===== config.mk =====
export PLATFORM = sky130hd
export DESIGN_NAME = stream_frame_scheduler_flat
export DESIGN_NICKNAME = d
export VERILOG_FILES = /design/src/rtl/stream_frame_scheduler_if.sv /design/src/rtl/stream_frame_scheduler.sv /design/src/flat_wrapper.sv
export SDC_FILE = /design/constraint.sdc
export NUM_CORES = 1
export LEC_CHECK = 0
export ABC_AREA = 1
export CAP_MARGIN = 20
export CORE_MARGIN = 1
export CORE_UTILIZATION = 30
export DETAILED_ROUTE_END_ITERATION = 8
export DONT_BUFFER_PORTS = 1
export GPL_ROUTABILITY_DRIVEN = 0
export PLACE_DENSITY = 0.47
export REMOVE_ABC_BUFFERS = 1
export SYNTH_ARGS = -nofsm -noshare
export SYNTH_HDL_FRONTEND = slang
export SYNTH_SLANG_ARGS = --single-unit

===== constraint.sdc =====
create_clock -name s_axi_aclk -period 3.55 [get_ports s_axi_aclk]
set_input_delay 0.5325 -clock s_axi_aclk [delete_from_list [all_inputs] [get_ports s_axi_aclk]]
set_output_delay 0.5325 -clock s_axi_aclk [all_outputs]
set_load 0.02 [all_outputs]

===== src/rtl/stream_frame_scheduler_if.sv =====
// rtl/stream_frame_scheduler_if.sv - AXI-Stream style beat interface for the frame scheduler
interface stream_frame_scheduler_if #(
  parameter int DATA_W = 64
);
  logic              tvalid;
  logic              tready;
  logic [DATA_W-1:0] tdata;
  logic              tlast;

  modport master (output tvalid, output tdata, output tlast, input tready);
  modport slave  (input tvalid, input tdata, input tlast, output tready);
endinterface


===== src/rtl/stream_frame_scheduler.sv =====
// rtl/stream_frame_scheduler.sv - start-delay / fixed-length frame / gap sequencer for an activation stream
module stream_frame_scheduler #(
  parameter int NUM_PE = 8,
  parameter int ACT_BW = 8,
  parameter int CNT_BW = 16
) (
  input  logic                    s_axi_aclk,
  input  logic                    s_axi_areset,
  input  logic                    cfg_start,
  input  logic [CNT_BW-1:0]       cfg_init_wait,
  input  logic [CNT_BW-1:0]       cfg_frame_len,
  input  logic [CNT_BW-1:0]       cfg_gap,
  input  logic [CNT_BW-1:0]       cfg_num_frames,
  stream_frame_scheduler_if.slave  s_axis,
  stream_frame_scheduler_if.master m_axis,
  output logic                    busy,
  output logic                    done,
  output logic [CNT_BW-1:0]       frame_cnt,
  output logic [CNT_BW-1:0]       beat_cnt
);

  localparam logic [2:0] ST_IDLE   = 3'd0;
  localparam logic [2:0] ST_INIT   = 3'd1;
  localparam logic [2:0] ST_STREAM = 3'd2;
  localparam logic [2:0] ST_GAP    = 3'd3;
  localparam logic [2:0] ST_DONE   = 3'd4;

  localparam logic [CNT_BW-1:0] CNT_ZERO = '0;
  localparam logic [CNT_BW-1:0] CNT_ONE  = {{(CNT_BW-1){1'b0}}, 1'b1};

  logic [2:0]        state;
  logic [CNT_BW-1:0] init_wait_q;
  logic [CNT_BW-1:0] frame_len_q;
  logic [CNT_BW-1:0] gap_q;
  logic [CNT_BW-1:0] num_frames_q;
  logic [CNT_BW-1:0] wait_cnt;
  logic [CNT_BW-1:0] beat_cnt_q;
  logic [CNT_BW-1:0] frame_cnt_q;

  logic              in_stream;
  logic              out_valid;
  logic              out_last;
  logic              xfer;
  logic              last_frame;
  logic [CNT_BW-1:0] wait_lim;
  logic              wait_over;

  // Pure pass-through while streaming; the handshake is gated shut in every other state
  assign in_stream     = (state == ST_STREAM);
  assign out_valid     = in_stream & s_axis.tvalid;
  assign s_axis.tready = in_stream & m_axis.tready;
  assign m_axis.tvalid = out_valid;
  assign m_axis.tdata  = s_axis.tdata;

  // frame_len_q is nonzero whenever STREAM is reachable, so the -1 never underflows there
  assign out_last      = in_stream & (beat_cnt_q == frame_len_q - CNT_ONE);
  assign m_axis.tlast  = out_last;
  assign xfer          = out_valid & m_axis.tready;
  assign last_frame    = (frame_cnt_q == num_frames_q - CNT_ONE);

  // INIT_WAIT and GAP share one idle counter; only the limit differs
  assign wait_lim      = (state == ST_GAP) ? gap_q : init_wait_q;
  assign wait_over     = (wait_cnt == wait_lim - CNT_ONE);

  assign busy          = (state == ST_INIT) | (state == ST_STREAM) | (state == ST_GAP);
  assign done          = (state == ST_DONE);
  assign frame_cnt     = frame_cnt_q;
  assign beat_cnt      = beat_cnt_q;

  // Sequencer: latch config on start, count idle cycles, beats and frames
  always_ff @(posedge s_axi_aclk or posedge s_axi_areset) begin
    if (s_axi_areset) begin
      state        <= ST_IDLE;
      init_wait_q  <= CNT_ZERO;
      frame_len_q  <= CNT_ZERO;
      gap_q        <= CNT_ZERO;
      num_frames_q <= CNT_ZERO;
      wait_cnt     <= CNT_ZERO;
      beat_cnt_q   <= CNT_ZERO;
      frame_cnt_q  <= CNT_ZERO;
    end else begin
      case (state)
        ST_IDLE, ST_DONE: begin
          if (cfg_start) begin
            init_wait_q  <= cfg_init_wait;
            frame_len_q  <= cfg_frame_len;
            gap_q        <= cfg_gap;
            num_frames_q <= cfg_num_frames;
            wait_cnt     <= CNT_ZERO;
            beat_cnt_q   <= CNT_ZERO;
            frame_cnt_q  <= CNT_ZERO;
            // Decide from the incoming values since the latched copies update on this same edge
            if ((cfg_frame_len == CNT_ZERO) || (cfg_num_frames == CNT_ZERO)) begin
              state <= ST_DONE;
            end else if (cfg_init_wait == CNT_ZERO) begin
              state <= ST_STREAM;
            end else begin
              state <= ST_INIT;
            end
          end
        end
        ST_INIT, ST_GAP: begin
          if (wait_over) begin
            wait_cnt <= CNT_ZERO;
            state    <= ST_STREAM;
          end else begin
            wait_cnt <= wait_cnt + CNT_ONE;
          end
        end
        ST_STREAM: begin
          if (xfer) begin
            if (out_last) begin
              beat_cnt_q  <= CNT_ZERO;
              frame_cnt_q <= frame_cnt_q + CNT_ONE;
              if (last_frame) begin
                state <= ST_DONE;
              end else if (gap_q != CNT_ZERO) begin
                state <= ST_GAP;
              end
            end else begin
              beat_cnt_q <= beat_cnt_q + CNT_ONE;
            end
          end
        end
        default: state <= ST_IDLE;
      endcase
    end
  end

endmodule


===== src/flat_wrapper.sv =====
// flat-port wrapper written by rule: the top's interface ports become plain ports
module stream_frame_scheduler_flat 
#(
  parameter int NUM_PE = 8,
  parameter int ACT_BW = 8,
  parameter int CNT_BW = 16
)
  (s_axi_aclk, s_axi_areset, cfg_start, cfg_init_wait, cfg_frame_len, cfg_gap, cfg_num_frames, busy, done, frame_cnt, beat_cnt, s_axis_tvalid, s_axis_tdata, s_axis_tlast, s_axis_tready, m_axis_tvalid, m_axis_tdata, m_axis_tlast, m_axis_tready);
  stream_frame_scheduler_if s_axis_i ();
  stream_frame_scheduler_if m_axis_i ();
  input  logic s_axi_aclk;
  input  logic s_axi_areset;
  input  logic cfg_start;
  input  logic [CNT_BW-1:0] cfg_init_wait;
  input  logic [CNT_BW-1:0] cfg_frame_len;
  input  logic [CNT_BW-1:0] cfg_gap;
  input  logic [CNT_BW-1:0] cfg_num_frames;
  output logic busy;
  output logic done;
  output logic [CNT_BW-1:0] frame_cnt;
  output logic [CNT_BW-1:0] beat_cnt;
  input wire logic [$bits(s_axis_i.tvalid)-1:0] s_axis_tvalid;
  input wire logic [$bits(s_axis_i.tdata)-1:0] s_axis_tdata;
  input wire logic [$bits(s_axis_i.tlast)-1:0] s_axis_tlast;
  output wire logic [$bits(s_axis_i.tready)-1:0] s_axis_tready;
  output wire logic [$bits(m_axis_i.tvalid)-1:0] m_axis_tvalid;
  output wire logic [$bits(m_axis_i.tdata)-1:0] m_axis_tdata;
  output wire logic [$bits(m_axis_i.tlast)-1:0] m_axis_tlast;
  input wire logic [$bits(m_axis_i.tready)-1:0] m_axis_tready;
  assign s_axis_i.tvalid = s_axis_tvalid;
  assign s_axis_i.tdata = s_axis_tdata;
  assign s_axis_i.tlast = s_axis_tlast;
  assign s_axis_tready = s_axis_i.tready;
  assign m_axis_tvalid = m_axis_i.tvalid;
  assign m_axis_tdata = m_axis_i.tdata;
  assign m_axis_tlast = m_axis_i.tlast;
  assign m_axis_i.tready = m_axis_tready;
  stream_frame_scheduler #(.NUM_PE(NUM_PE), .ACT_BW(ACT_BW), .CNT_BW(CNT_BW)) u_core (.s_axi_aclk(s_axi_aclk), .s_axi_areset(s_axi_areset), .cfg_start(cfg_start), .cfg_init_wait(cfg_init_wait), .cfg_frame_len(cfg_frame_len), .cfg_gap(cfg_gap), .cfg_num_frames(cfg_num_frames), .s_axis(s_axis_i), .m_axis(m_axis_i), .busy(busy), .done(done), .frame_cnt(frame_cnt), .beat_cnt(beat_cnt));
endmodule

== Word-level counts from Yosys, hierarchy flattened ==
Index checks and enable logic that the tools add are counted.
W data, S select, Z words.
Storage, ports and cells
  register bits: 115
  input port bits: 134
  output and inout bits: 101
  word-level logic and storage cells: 66
Cells by class
  add/subtract/negate cells: 6
  equality and inequality tests: 12
  mux-type cells: 19
  bitwise gates (word level): 6
  reduce and logical (&&, ||, !) cells: 15
Operators by type and width (count)
  $mux W16: 7
  $pmux W16 S2: 3
  $add A16 B1 Y16 const B: 3
  $eq A16 B16 Y1: 3
  $logic_not A16 Y1: 3
  $sub A16 B1 Y16 const B: 3
  $mux W3: 7
  $reduce_bool A16 Y1: 1
  $pmux W3 S3: 1
  $eq A3 B2 Y1 const B: 2
  $ne A2 B2 Y1 const B: 3
  $reduce_and A5 Y1: 1
  $and A1 B1 Y1: 4
  $reduce_and A2 Y1: 2
  $reduce_and A4 Y1: 1
  $reduce_bool A2 Y1: 2
  $reduce_or A2 Y1: 2
  $eq A3 B1 Y1 const B: 1
  $eq A3 B3 Y1 const B: 1
  $logic_not A3 Y1: 1
  $ne A3 B3 Y1 const B: 1
  $reduce_and A3 Y1: 1
  $mux W2: 1
  $ne A2 B1 Y1 const B: 1
  2 further kinds: 3

== Logic depth before layout (Yosys ltp) ==
  depth after elaboration: 6
  mapped depth: 21
  gate-level depth less buffers: 19

== Least setup slack after synthesis ==
Ideal clock, no wire load.
  kind: reg2out
  from: register u_core.frame_len_q[0]
  to: output m_axis_tlast
  data arrival time: 1.925 ns
  required time: 3.017 ns
  setup slack: 1.092 ns
  cell stages (with the launch flop): 11
  cell sequence: dfrtp_1 inv_1 ha_1 nand3_1 nor2_1 nand2_1 xor2_1 inv_1 nor2_1 nand4_1 nor3_1
Between the ends
  cells in the longest elaborated chain, start to end: 3
RTL lines
  start: declaration: RTL line stream_frame_scheduler.sv:33  | logic [CNT_BW-1:0] frame_len_q;
  start signal: assignment: RTL line stream_frame_scheduler.sv:86  | frame_len_q <= cfg_frame_len;
  $sub A16 B1 Y16: RTL line stream_frame_scheduler.sv:56  | assign out_last = in_stream & (beat_cnt_q == frame_len_q - CNT_ONE);
  $eq A16 B16 Y1: RTL line stream_frame_scheduler.sv:56
  $and A1 B1 Y1: RTL line stream_frame_scheduler.sv:56
  end: declaration: RTL line flat_wrapper.sv:28  | output wire logic [$bits(m_axis_i.tlast)-1:0] m_axis_tlast;
No other way between the ends.

== Worst setup path after layout ==
  from: register u_core.state[1]
  to: register u_core.wait_cnt[11]
Between the ends
  cells in the longest elaborated chain, start to end: 6
  elaborated cells on any way between the ends: 14
  those cells by class: add/sub (1); eq/ne (5); mux (3); reduce/logical (5)
RTL lines
  start: declaration: RTL line stream_frame_scheduler.sv:31  | logic [2:0] state;
  start signal: assignment: RTL line stream_frame_scheduler.sv:73  | state <= ST_IDLE;
  start signal: assignment: RTL line stream_frame_scheduler.sv:94  | state <= ST_DONE;
  start signal: assignment: RTL line stream_frame_scheduler.sv:96  | state <= ST_STREAM;
  $eq A3 B2 Y1: RTL line stream_frame_scheduler.sv:62, stream_frame_scheduler.sv:82
  $mux W16: RTL line stream_frame_scheduler.sv:62  | assign wait_lim = (state == ST_GAP) ? gap_q : init_wait_q;
  $sub A16 B1 Y16: RTL line stream_frame_scheduler.sv:63  | assign wait_over = (wait_cnt == wait_lim - CNT_ONE);
  $eq A16 B16 Y1: RTL line stream_frame_scheduler.sv:63
  $mux W16: RTL line stream_frame_scheduler.sv:103  | if (wait_over) begin
  $pmux W16 S2: RTL line stream_frame_scheduler.sv:82  | case (state)
  end signal: assignment: RTL line stream_frame_scheduler.sv:107  | wait_cnt <= wait_cnt + CNT_ONE;
  end: declaration: RTL line stream_frame_scheduler.sv:36  | logic [CNT_BW-1:0] wait_cnt;
Parallel ways exist; a longest one is shown, timed or not.
A chain may end at the register's enable or synchronous reset.

==> impl_table.tex <==
\begin{tabular}{lr}
\hline
Metric & Value \\
\hline
\multicolumn{2}{l}{\textbf{Global routing}} \\
\quad First-pass GRT wire length & 39710 um \\
\quad GRT Overall Usage & 0.1995 \\
\quad Total overflow reported by the global router & 0 \\
\quad Pin count of the biggest net entering global routing & 67 \\
\quad Number of antenna violations at the first check in global routing & 0 \\
\quad Vias in the first global route & 6526 \\
\multicolumn{2}{l}{\textbf{Die}} \\
\quad Number of cell rows & 59 \\
\quad Effective utilization at floorplan & 0.3069 \\
\quad Die area & 27390 um\^{}2 \\
\quad Die H & 165.5 um \\
\quad Boundary Pins & 235 \\
\quad Core area & 26130 um\^{}2 \\
\quad Die width & 165.5 um \\
\multicolumn{2}{l}{\textbf{Hold path}} \\
\quad Worst min-delay path category & in -> async \\
\multicolumn{2}{l}{\textbf{CTS}} \\
\quad Maximum buffer depth of the clock tree & 2 \\
\quad TritonCTS clock tree & built \\
\quad Setup fix buffers added after clock tree synthesis & 0 \\
\quad CTS Root Buffer Type & sky130\_fd\_sc\_hd\_\_clkbuf\_16 \\
\quad CTS Hold Buffers Added & 0 \\
\quad Latest clock arrival within the worst-skew pair & 420 ps \\
\quad Number of clock sinks seen by CTS & 115 \\
\quad Clock slew at reported path FFs & 60 ps \\
\quad \# H-tree levels & 4 \\
\quad Cells resized by post-CTS repair & 0 \\
\quad Num CTS Buffers & 17 \\
\multicolumn{2}{l}{\textbf{Yosys}} \\
\quad Top flip-flop cell by instance count after synthesis & sky130\_fd\_sc\_hd\_\_dfrtp\_1 \\
\quad Cells taking the most area after synthesis & sky130\_fd\_sc\_hd\_\_dfrtp\_1, sky130\_fd\_sc\_hd\_\_nand2\_1, sky130\_fd\_sc\_hd\_\_xor2\_1, sky130\_fd\_sc\_hd\_\_inv\_1, sky130\_fd\_sc\_hd\_\_buf\_4 \\
\quad Post-synth EDFFs & 0 \\
\quad Simple-gate portion of the synthesized area & 0.3076 \\
\quad Post-Synth XOR/XNOR Area & 0.09126 \\
\quad Part of the Yosys area used for sequential elements & 0.3588 \\
\quad Synthesized area divided by synthesized cell count & 7.167 um\^{}2 \\
\quad Synth warnings & 0 \\
\quad Main combinational cell family by area after synthesis & simple AND/OR/NAND/NOR gates \\
\quad Count of cell types in the netlist & 45 \\
\quad Synth Area in Compound Gates & 0.06958 \\
\quad Number of standard cells after synthesis & 1119 \\
\quad Cell taking the most area after synthesis & sky130\_fd\_sc\_hd\_\_dfrtp\_1 \\
\quad Post-synthesis mux area share & 0.02106 \\
\quad Synth top area share & 0.3588 \\
\quad Async set-or-reset flop fraction in the synthesized netlist & 1.000 \\
\quad Post-synthesis register bit count & 115 \\
\quad Adder and majority cell fraction of the synthesized area & 0.009360 \\
\quad Post-Synthesis Cell Area & 8020 um\^{}2 \\
\multicolumn{2}{l}{\textbf{Timing}} \\
\quad Final count of hold timing violations & 0 \\
\quad Final critical-path required period & 3098 ps \\
\quad Final setup fails & 0 \\
\quad Worst Skew & 10.62 ps \\
\quad Post-route setup slack & 451.9 ps \\
\quad Transition time of the tightest slew-check pin & 871.1 ps \\
\quad Max transition margin & 0.4117 \\
\quad Slew Viols, Final & 0 \\
\quad Fin Setup TNS & 0 ps \\
\quad WHS & 149.8 ps \\
\quad Unrepaired setup endpoints after global routing & no \\
\quad Final worst path period share & 0.8727 \\
\quad Highest attainable clock frequency & 322.8 MHz \\
\multicolumn{2}{l}{\textbf{Pwr}} \\
\quad Power Dens Cells & 829.6 nW/um\^{}2 \\
\quad Total internal power & 3.970 mW \\
\quad Total power consumption of the routed design & 7.089 mW \\
\quad Lkg Pwr & 3.992 nW \\
\quad Proportion of power drawn by the clock network & 0.251 \\
\quad Sequential group share of total power & 0.318 \\
\quad Worst IR Drop VDD & 0.3369 mV \\
\quad Switching power & 3.119 mW \\
\quad Logic pwr share & 0.431 \\
\quad Switching power share of the total & 0.4399 \\
\multicolumn{2}{l}{\textbf{Final layout}} \\
\quad \# nets final & 1202 \\
\quad Count of filler cells inserted in the layout & 2900 \\
\quad Share of post-route cells with drive strength above 1 & 0.07721 \\
\quad Commonest cells after routing, fill and taps aside & sky130\_fd\_sc\_hd\_\_nand2\_1, sky130\_fd\_sc\_hd\_\_inv\_1, sky130\_fd\_sc\_hd\_\_nor2\_1, sky130\_fd\_sc\_hd\_\_dfrtp\_1 \\
\quad ANT cells & 0 \\
\quad Post-route non-filler standard cell count & 1410 \\
\quad Post-synthesis to final-layout area growth & 6.552\% \\
\quad Most common cell after layout, fill and taps aside & sky130\_fd\_sc\_hd\_\_nand2\_1 \\
\multicolumn{2}{l}{\textbf{Outcome}} \\
\quad Result of the run & finished with violations \\
\quad Failing checks & design-rule violations \\
\multicolumn{2}{l}{\textbf{Setup path}} \\
\quad Crit path arrival time & 3390 ps \\
\quad Biggest fanout along the worst timing path & 10 \\
\quad Endpoint kind of the worst setup timing path & flip-flop \\
\quad CP Class & reg -> reg \\
\quad Required time at the endpoint of the critical path & 3850 ps \\
\quad CP Launch Type & flip-flop \\
\multicolumn{2}{l}{\textbf{Placed design}} \\
\quad Worst Setup Slack post-DPL & 455.8 ps \\
\quad Input/output buffers & 0 \\
\quad Placed insts & 1378 \\
\quad HPWL after detailed placement & 20360 um \\
\multicolumn{2}{l}{\textbf{Route}} \\
\quad DR iter-0 viols & 429 \\
\quad Remaining DRCs & 4 \\
\quad Post-detailed-route count of antenna-violating nets & 0 \\
\quad Overall via count from detail\_route & 6774 \\
\quad Average detailed-routed wire length per instance & 18.61 um \\
\quad Via-to-Cell Ratio & 4.804 \\
\quad Routed wire length & 26240 um \\
\quad Number of detailed-route iterations in the first pass & 9 \\
\multicolumn{2}{l}{\textbf{Flow run}} \\
\quad Total of max-cap violations & 0 \\
\hline
\end{tabular}
-- flip-flops by register name, indices dropped and copies added (netlist names) --
| name | cells |
|---|---|
| u_core.init_wait_q | 16 |
| u_core.frame_cnt | 16 |
| u_core.gap_q | 16 |
| u_core.beat_cnt | 16 |
| u_core.num_frames_q | 16 |
| u_core.state | 3 |
| u_core.frame_len_q | 16 |
| u_core.wait_cnt | 16 |
-- power groups by stage --
stage          sequential (mW)  combinational (mW)  clock, mW
3_5_place_dp              2.28                3.09          0
5_1_grt                   2.32                3.54       1.88
3_3_place_gp              2.27                3.06          0
6_report                  2.25                3.05       1.78
2_1_floorplan             2.11                2.44          0
4_1_cts                   2.26                3.10       1.83
-- through the flow --
step             util  area [um^2]
2_1_floorplan       -         7423
3_3_place_gp   0.3039         7943
3_5_place_dp   0.3039         7943
4_1_cts        0.3270         8546
5_1_grt        0.3270         8546
6_report       0.3270         8546
-- worst max-delay path, cell delays in order (launching register included) --
cell	delay, ps
sky130_fd_sc_hd__dfrtp_1	640
sky130_fd_sc_hd__nand2_1	170
sky130_fd_sc_hd__nor2_4	280
sky130_fd_sc_hd__nand2_1	90
sky130_fd_sc_hd__nand2_1	140
sky130_fd_sc_hd__ha_1	220
sky130_fd_sc_hd__nand3_2	150
sky130_fd_sc_hd__nor2_2	250
sky130_fd_sc_hd__nand2_1	70
sky130_fd_sc_hd__nand2_1	60
sky130_fd_sc_hd__nand2_1	50
sky130_fd_sc_hd__nor2_1	100
sky130_fd_sc_hd__nand2_1	50
sky130_fd_sc_hd__nor2_1	190
sky130_fd_sc_hd__nand2_2	160
sky130_fd_sc_hd__a21oi_4	270
sky130_fd_sc_hd__nor2_1	70
-- cell families after synthesis --
kind of cell | after synthesis
and+or+nand+nor | 565
buffers and inverters | 233
DFF | 115
AOI/OAI and AO/OA | 103
xor gates and xnor gates | 82
muxes | 15
adders and majority gates | 6
-- area by class of cell --
cell class	instances	area, um^2	share of cell area
sequential	115	2878	0.3367
multi-input combinational	771	4009	0.4691
inverter	145	546.8	0.06398
tap	335	419.2	0.04905
timing repair buffer	12	90.09	0.01054
clock inverter	12	156.4	0.01830
clock buffer	20	446.7	0.05227
-- cell usage after synthesis (15+ instances only) --
library cell and n:
sky130_fd_sc_hd__nor3_1 24, sky130_fd_sc_hd__inv_1 144, sky130_fd_sc_hd__a21oi_1 27, sky130_fd_sc_hd__dfrtp_1 115, sky130_fd_sc_hd__mux2_2 15, sky130_fd_sc_hd__nand4_1 32, sky130_fd_sc_hd__clkbuf_1 17, sky130_fd_sc_hd__buf_4 66
sky130_fd_sc_hd__o21ai_0 57, sky130_fd_sc_hd__xnor2_1 16, sky130_fd_sc_hd__xor2_1 65, sky130_fd_sc_hd__nor2_1 126, sky130_fd_sc_hd__nand2_1 275, sky130_fd_sc_hd__nand3_1 65
-- layer usage --
| layer | vias to the layer above | track usage | part of all wire |
|---|---|---|---|
| li1 | 3379 | - | - |
| met1 | 3102 | 0.2419 | 0.43 |
| met2 | 251 | 0.2911 | 0.43 |
| met3 | 34 | 0.1166 | 0.12 |
| met4 | 8 | 0.05248 | 0.013 |
| met5 | - | 0.07197 | 0.0097 |
-- worst paths after layout --
path	endpoint	start	slack [ps]	depth (start not counted)
max	u_core.wait_cnt[11]$_DFFE_PP0P_	u_core.state[1]$_DFFE_PP0P_	450	16
min	u_core.gap_q[4]$_DFFE_PP0P_	s_axi_areset	150	1
max reg2reg	u_core.wait_cnt[11]$_DFFE_PP0P_	u_core.state[1]$_DFFE_PP0P_	450	16
min reg2reg	u_core.init_wait_q[1]$_DFFE_PP0P_	u_core.init_wait_q[1]$_DFFE_PP0P_	480	2
max in group asynchronous	u_core.num_frames_q[3]$_DFFE_PP0P_	s_axi_areset	2610	2
min in group s_axi_aclk	u_core.frame_len_q[10]$_DFFE_PP0P_	cfg_frame_len[10]	250	1
Note: power is estimated with default switching activity, not from simulation.
